$ cat config.mk
export PLATFORM = sky130hd
export DESIGN_NAME = lcd_glyph_writer_flat
export DESIGN_NICKNAME = d
export VERILOG_FILES = /design/src/rtl/lcd_glyph_if.sv /design/src/rtl/lcd_glyph_writer.sv /design/src/flat_wrapper.sv
export SDC_FILE = /design/constraint.sdc
export NUM_CORES = 1
export LEC_CHECK = 0
export ABC_AREA = 1
export BUFFER_PORTS_ARGS = -buffer_cell sky130_fd_sc_hd__buf_2
export CORE_ASPECT_RATIO = 1.2
export CORE_UTILIZATION = 40
export CTS_CLUSTER_DIAMETER = 120
export DETAILED_ROUTE_END_ITERATION = 12
export PLACE_DENSITY_LB_ADDON = 0.3
export SKIP_LAST_GASP = 1
export SYNTH_ARGS = -nofsm -noshare
export SYNTH_HDL_FRONTEND = slang
export SYNTH_SLANG_ARGS = --single-unit
$ cat constraint.sdc
create_clock -name clk -period 1.5 [get_ports clk]
set_input_delay 0.15 -clock clk [delete_from_list [all_inputs] [get_ports clk]]
set_output_delay 0.15 -clock clk [all_outputs]
set_load 0.1 [all_outputs]
$ cat src/rtl/lcd_glyph_if.sv
// lcd_glyph_if: host-side glyph request handshake into the LCD writer
interface lcd_glyph_if;
    logic         start;
    logic [255:0] mark;
    logic [2:0]   slot;
    logic [1:0]   line;
    logic         ready;
    logic         done;
    modport master (output start, mark, slot, line, input ready, done);
    modport slave  (input start, mark, slot, line, output ready, done);
endinterface

$ cat src/rtl/lcd_glyph_writer.sv
// lcd_glyph_writer: powers up a KS0108 dual-controller panel, then writes one 16x16 glyph per start/done handshake
module lcd_glyph_writer #(
    parameter int EN_HIGH = 2,
    parameter int EN_LOW  = 2
) (
    input  logic        clk,
    input  logic        rst,
    lcd_glyph_if.slave  host,
    output logic [1:0]  lcd_cs,
    output logic        lcd_rs,
    output logic        lcd_rw,
    output logic        lcd_en,
    output logic [7:0]  lcd_data
);
    localparam int W  = 1 + EN_HIGH + EN_LOW;
    localparam int TW = $clog2(W);
    typedef enum logic [2:0] {INIT_ON, INIT_LINE, IDLE, PAGE, YADDR, DATA, FIN} state_t;
    state_t state, state_n;
    logic          run;
    logic [TW-1:0] tcnt, tcnt_n;
    logic [3:0]    col, col_n;
    logic          half, half_n;
    logic [255:0]  m;
    logic [2:0]    s;
    logic [1:0]    l;
    logic          busy, last, accept;
    logic [7:0]    pix;
    // run holds everything at reset values for the first edge after reset
    always_ff @(posedge clk) begin
        if (rst) begin
            run   <= 1'b0;
            state <= INIT_ON;
            tcnt  <= '0;
            col   <= '0;
            half  <= 1'b0;
            m     <= '0;
            s     <= '0;
            l     <= '0;
        end else begin
            run <= 1'b1;
            if (run) begin
                state <= state_n;
                tcnt  <= tcnt_n;
                col   <= col_n;
                half  <= half_n;
            end
            if (accept) begin
                m <= host.mark;
                s <= host.slot;
                l <= host.line;
            end
        end
    end
    always_comb begin
        busy    = run && state != IDLE && state != FIN;
        last    = tcnt == TW'(W - 1);
        accept  = run && state == IDLE && host.start;
        state_n = state;
        tcnt_n  = (busy && !last) ? tcnt + 1'b1 : '0;
        col_n   = col;
        half_n  = half;
        if (accept) begin
            state_n = PAGE;
            col_n   = '0;
            half_n  = 1'b0;
        end else if (state == FIN) begin
            state_n = IDLE;
        end else if (busy && last) begin
            case (state)
                INIT_ON:   state_n = INIT_LINE;
                INIT_LINE: state_n = IDLE;
                PAGE:      state_n = YADDR;
                YADDR:     state_n = DATA;
                default: begin
                    col_n = col + 1'b1;
                    if (col == 4'd15) begin
                        state_n = half ? FIN : PAGE;
                        half_n  = 1'b1;
                    end
                end
            endcase
        end
    end
    // pixel (r,c) sits at bit 255-16r-c, i.e. the bitwise complement of {r,c}
    always_comb begin
        pix = '0;
        for (int k = 0; k < 8; k++) pix[k] = m[~{half, 3'(k), col}];
    end
    assign lcd_rw     = 1'b0;
    assign lcd_en     = busy && tcnt != '0 && tcnt <= TW'(EN_HIGH);
    assign lcd_rs     = busy && state == DATA;
    assign lcd_cs     = !busy ? 2'b00 : (state == INIT_ON || state == INIT_LINE) ? 2'b11 : s[2] ? 2'b10 : 2'b01;
    assign lcd_data   = !busy              ? 8'h00 :
                        state == INIT_ON   ? 8'h3F :
                        state == INIT_LINE ? 8'hC0 :
                        state == PAGE      ? (8'hB8 | {5'b0, l, half}) :
                        state == YADDR     ? {2'b01, s[1:0], 4'b0000} : pix;
    assign host.ready = run && state == IDLE;
    assign host.done  = state == FIN;
endmodule

$ cat src/flat_wrapper.sv
// flat-port wrapper written by rule: the top's interface ports become plain ports
module lcd_glyph_writer_flat 
#(
    parameter int EN_HIGH = 2,
    parameter int EN_LOW  = 2
)
  (clk, rst, lcd_cs, lcd_rs, lcd_rw, lcd_en, lcd_data, host_start, host_mark, host_slot, host_line, host_ready, host_done);
  lcd_glyph_if host_i ();
  input  logic clk;
  input  logic rst;
  output logic [1:0] lcd_cs;
  output logic lcd_rs;
  output logic lcd_rw;
  output logic lcd_en;
  output logic [7:0] lcd_data;
  input wire logic [$bits(host_i.start)-1:0] host_start;
  input wire logic [$bits(host_i.mark)-1:0] host_mark;
  input wire logic [$bits(host_i.slot)-1:0] host_slot;
  input wire logic [$bits(host_i.line)-1:0] host_line;
  output wire logic [$bits(host_i.ready)-1:0] host_ready;
  output wire logic [$bits(host_i.done)-1:0] host_done;
  assign host_i.start = host_start;
  assign host_i.mark = host_mark;
  assign host_i.slot = host_slot;
  assign host_i.line = host_line;
  assign host_ready = host_i.ready;
  assign host_done = host_i.done;
  lcd_glyph_writer #(.EN_HIGH(EN_HIGH), .EN_LOW(EN_LOW)) u_core (.clk(clk), .rst(rst), .host(host_i), .lcd_cs(lcd_cs), .lcd_rs(lcd_rs), .lcd_rw(lcd_rw), .lcd_en(lcd_en), .lcd_data(lcd_data));
endmodule
# After elaboration in Yosys (flattened, before gate mapping)
# Cells that the tools add are included.
# op_classes
n_addsub,2
n_mux,41
magnitude_cmp,9
reduce_logical,21
n_bitwise,8
n_eq_ne,12
# op_table
op,count
$lt 8x9->1 const B,8
$bmux 1 s8,8
$not 8->8,8
$mux 8,5
$mux 3,6
$mux 4,4
$mux 1,14
$eq 3x3->1 const B,4
$pmux 3 s4,1
$logic_and 1x1->1,9
$reduce_bool 7->1,1
$eq 3x2->1 const B,2
$mux 2,3
$reduce_bool 3->1,2
$reduce_and 5->1,1
$add 4x1->4 const B,1
$eq 4x4->1 const B,1
$ne 2x1->1 const B,2
$reduce_and 4->1,1
$reduce_bool 2->1,2
$reduce_or 4->1,1
$add 3x1->3 const B,1
$eq 3x1->1 const B,1
$le 3x2->1 const B,1
6 further kinds,6
# totals
register_bits,273
inputBits,264
word_cells,101

# Depth between registers and ports, before layout
# logic_depth
depth_word,8
depth_mapped,13
depth_no_buf,11

# Worst setup path before layout
# Ideal clock, no wire load.
# synth_timing
path_kind,reg-to-output
start,register u_core.run
end,output lcd_en
stages_incl_launch_ff,5
setup_slack_ns,-2.356
arrival_time_ns,3.706
required_ns,1.350
cell_sequence,dfxtp_1 > inv_2 > nor2_2 > clkinv_1 > nor4_1
# synth_via
elab_chain_cells,4
# synth_lines
item,line_no,source
"start, declared",lcd_glyph_writer.sv:19,logic run;
"start signal, assigned",lcd_glyph_writer.sv:31,run <= 1'b0;
"start signal, assigned",lcd_glyph_writer.sv:40,run <= 1'b1;
$logic_and 1x1->1 (2 in a row),lcd_glyph_writer.sv:55,busy = run && state != IDLE && state != FIN;
$logic_and 1x1->1 (2 in a row),lcd_glyph_writer.sv:90,assign lcd_en = busy && tcnt != '0 && tcnt <= TW'(EN_HIGH);
"end, declared",flat_wrapper.sv:14,output logic lcd_en;
# No other way between the ends.

# Worst setup path after layout
# layout_timing
start,register u_core.col[0]
end,output lcd_data[3]
# layout_via
elab_chain_cells,8
# layout_lines
item,line_no,source
"start, declared",lcd_glyph_writer.sv:21,"logic [3:0] col, col_n;"
"start signal, assigned",lcd_glyph_writer.sv:44,col <= col_n;
$not 8->8,lcd_glyph_writer.sv:87,"for (int k = 0; k < 8; k++) pix[k] = m[~{half, 3'(k), col}];"
$bmux 1 s8,lcd_glyph_writer.sv:87,
$mux 1 (implied by the code),lcd_glyph_writer.sv:87,
$mux 8,lcd_glyph_writer.sv:97,"state == YADDR ? {2'b01, s[1:0], 4'b0000} : pix;"
$mux 8,lcd_glyph_writer.sv:96,"state == PAGE ? (8'hB8 | {5'b0, l, half}) :"
$mux 8,lcd_glyph_writer.sv:95,state == INIT_LINE ? 8'hC0 :
$mux 8,lcd_glyph_writer.sv:94,state == INIT_ON ? 8'h3F :
$mux 8,lcd_glyph_writer.sv:93,assign lcd_data = !busy ? 8'h00 :
"end, declared",flat_wrapper.sv:15,output logic [7:0] lcd_data;
# No other way between the ends. The select of a mux whose other input is x is not followed.

==> results.md <==
- Outcome: finished with violations
- Failing checks: setup timing
- GPL Wtd Cong: 0.874
- Die H: 194 um
- NumNets Final: 2759
- Rel. slew slack: 0.419
- Commonest non-fill, non-tap cell in the layout: nand2_1
- Row count: 69
- Slew @ Worst Pin: 0.871 ns
- Clk_lat worst skew: 0.57 ns
- Synth cell types: 30
- Placed Area: 0.0152 mm2
- Initial Utilization: 0.411
- Area growth, synth to finish: 104%
- IO Pins: 279
- Post-DP HPWL: 28.1 mm
- Final period util: 2.14
- Post-Syn Area: 0.0123 mm2
- Synthesized flop and latch total: 273
- Pwr Density: 677 mW/mm2
- Main flop type after synthesis: dfxtp_1
- Adder-Cell Fraction of Synth Area: 0.00407
- Max Cap Viol: 0
- Fmax: 0.311 GHz
- Slew Viols, Final: 0
- Initial antenna violation count: 11
- Largest net degree at the start of global routing: 110
- Final setup TNS: -125.66 ns
- Core area: 0.0299 mm2
- 1st-iter DRT viols: 2214
- Routed WL per cell: 26.5 um
- Final hold violations: 0
- Port bufs: 277
- Largest family of logic cells by synthesized area: simple AND/OR/NAND/NOR gates
- Syn. warnings: 0
- Fraction of registers with async set/reset: 0
- Die area: 0.0314 mm2
- Antenna viol nets, final: 0
- CP max FO: 38
- Reg power frac: 0.427
- CTS Buffer Depth: 3
- WL final: 77.0 mm
- DRT Pass-1 Iters: 8
- Via Count: 18134
- Vias in the first global route: 16898
- Synth Area in Simple Gates: 0.273
- Post-synthesis mux area share: 0
- Pleak: 10.2 nW
- Die Wd: 162 um
- Fin area: 0.0251 mm2
- Inserted Clock Buffers: 29
- CP Data Arrival Time: 3.07 ns
- Final setup margin: -1.72 ns
- Setup crit end kind: output pin
- Switch share: 0.253
- Post-route DRC: 0
- Sequential share of the synthesized area: 0.445
- CTS Sinks: 273
- Synth Area in Compound Gates: 0.195
- Tmin final: 3.22 ns
- Max VDD drop: 0.744 mV
- Share of layout cells above drive strength 1: 0.495
- NetSw: 0.00429 W
- CTS tree: yes
- Hold WC Path Type: in2reg
- Mean Syn Cell Area: 6.80 um2
- Clock transition at path regs: 0.06 ns
- CP Launch Type: flip-flop
- Logic pwr share: 0.108
- Worst Skew: 0.0178 ns
- Post-synth EDFFs: 0
- Total grt overflow: 0
- Max H-tree Level: 1
- RSZ-0062 raised after global routing: true
- Clock share of power: 0.465
- Vias/cell: 6.23
- Synthesized instance count: 1807
- Fraction of synthesized cell area in xor and xnor cells: 0
- Post-Syn Nets: 2075
- Global-route wire length before repair: 92.9 mm
- Root buf cell: clkbuf_16
- Final setup vio count: 283
- Most frequent cells in the layout: nand2_1, dfxtp_1, buf_2
- Type of the worst setup path: reg2out
- GRT Util Overall: 0.380
- CP required: 1.35 ns
- Pint: 0.0127 W
==> registers in the layout, indices dropped and copies added, names as in the netlist <==
register and flops:
u_core.tcnt 3, u_core.l 2, u_core.m 256, u_core.col 4, u_core.run 1, u_core.s 3, u_core.state 3, u_core.half 1
==> kinds of logic (layout without fill, tap and decap cells) <==
group,count (synthesis),after routing
buf+inv,222,928
compound gates,471,471
other cells,1,7
fa+ha+maj,4,4
flops,273,273
simple gates,836,836
==> final timing paths <==
| path | start | end | slack (ns) | cells past startpoint |
|---|---|---|---|---|
| setup reg to reg | u_core.state[1] | u_core.m[74] | -0.73 | 13 |
| setup / recovery | u_core.col[0] | lcd_data[3] | -1.72 | 9 |
| hold / removal | rst | u_core.run | 0.13 | 3 |
| hold reg to reg | u_core.m[127] | u_core.m[127] | 0.45 | 2 |
==> metal layers <==
layer  wire (um)  up-vias  global-route usage
met1       23800     8414               0.415
met5          53        -                   0
li1            -     7312                   -
met4        8510        8               0.259
met3        9030      714              0.0697
met2       35600     1686               0.663
==> synth_stat cells (all sizes together) (2+ instances only) <==
cell      n  area share
nand2   657        0.20
a21oi   327        0.13
dfxtp   273        0.44
nand3   143       0.059
o21ai   129       0.053
buf      88       0.041
inv      79       0.024
clkbuf   53       0.016
nor2     29      0.0095
o211ai   12      0.0073
nor3      5      0.0024
ha        4      0.0041
a211oi    2      0.0012
clkinv    2     0.00061
==> layout make-up <==
cell class	count	area, um2
clock buffer	38	821
inverter	81	347
multi-input combinational	1312	9300
timing repair buffer	791	8400
antenna	6	15.0
sequential	273	5490
fill	1367	4750
clock inverter	15	191
timing repair inverter	3	66.3
tap	390	488
==> power groups by stage <==
stage	Sequential, W	Clock [W]	Combinational (W)
floorplan	0.00743	0	0.000305
global placement	0.00742	0	0.000837
detailed placement	0.00742	0	0.000839
CTS	0.00726	0.00763	0.00145
global route	0.00725	0.00813	0.00190
finish	0.00726	0.00790	0.00184
==> worst max-delay path, cell delays in order, from the launching register on <==
cell and delay [ns]:
dfxtp_4 0.40, buf_12 0.19, a21oi_1 0.54, o21ai_0 0.31, nand3_1 0.19, nand3_2 0.22
nand3_1 0.17, nand3_2 0.11, a21oi_4 0.18, buf_12 0.19
==> repair_timing <==
| action | in CTS | in global routing |
|---|---|---|
| hold endpoints to repair | 260 | 1 |
| gates resized for setup | 361 | 784 |
| pin swaps | 87 | 206 |
| setup endpoints to repair | 263 | 283 |
| hold buffers | 260 | 1 |
| gates cloned | 59 | 19 |
| setup buffers | 61 | 40 |
==> stage by stage <==
step           instances  power [W]  worst slack, ns   util  hold WS (ns)
2_1_floorplan       1807    0.00773           -0.535      -         0.293
3_3_place_gp        2446    0.00826           -0.548  0.507         0.401
3_5_place_dp        2446    0.00826           -0.551  0.507         0.405
4_1_cts             2878     0.0163            -1.08  0.746        0.0289
5_1_grt             2907     0.0173            -1.67  0.841         0.116
6_report            2909     0.0170            -1.72  0.841         0.128
No activity file was read; power rests on OpenSTA's default activity.
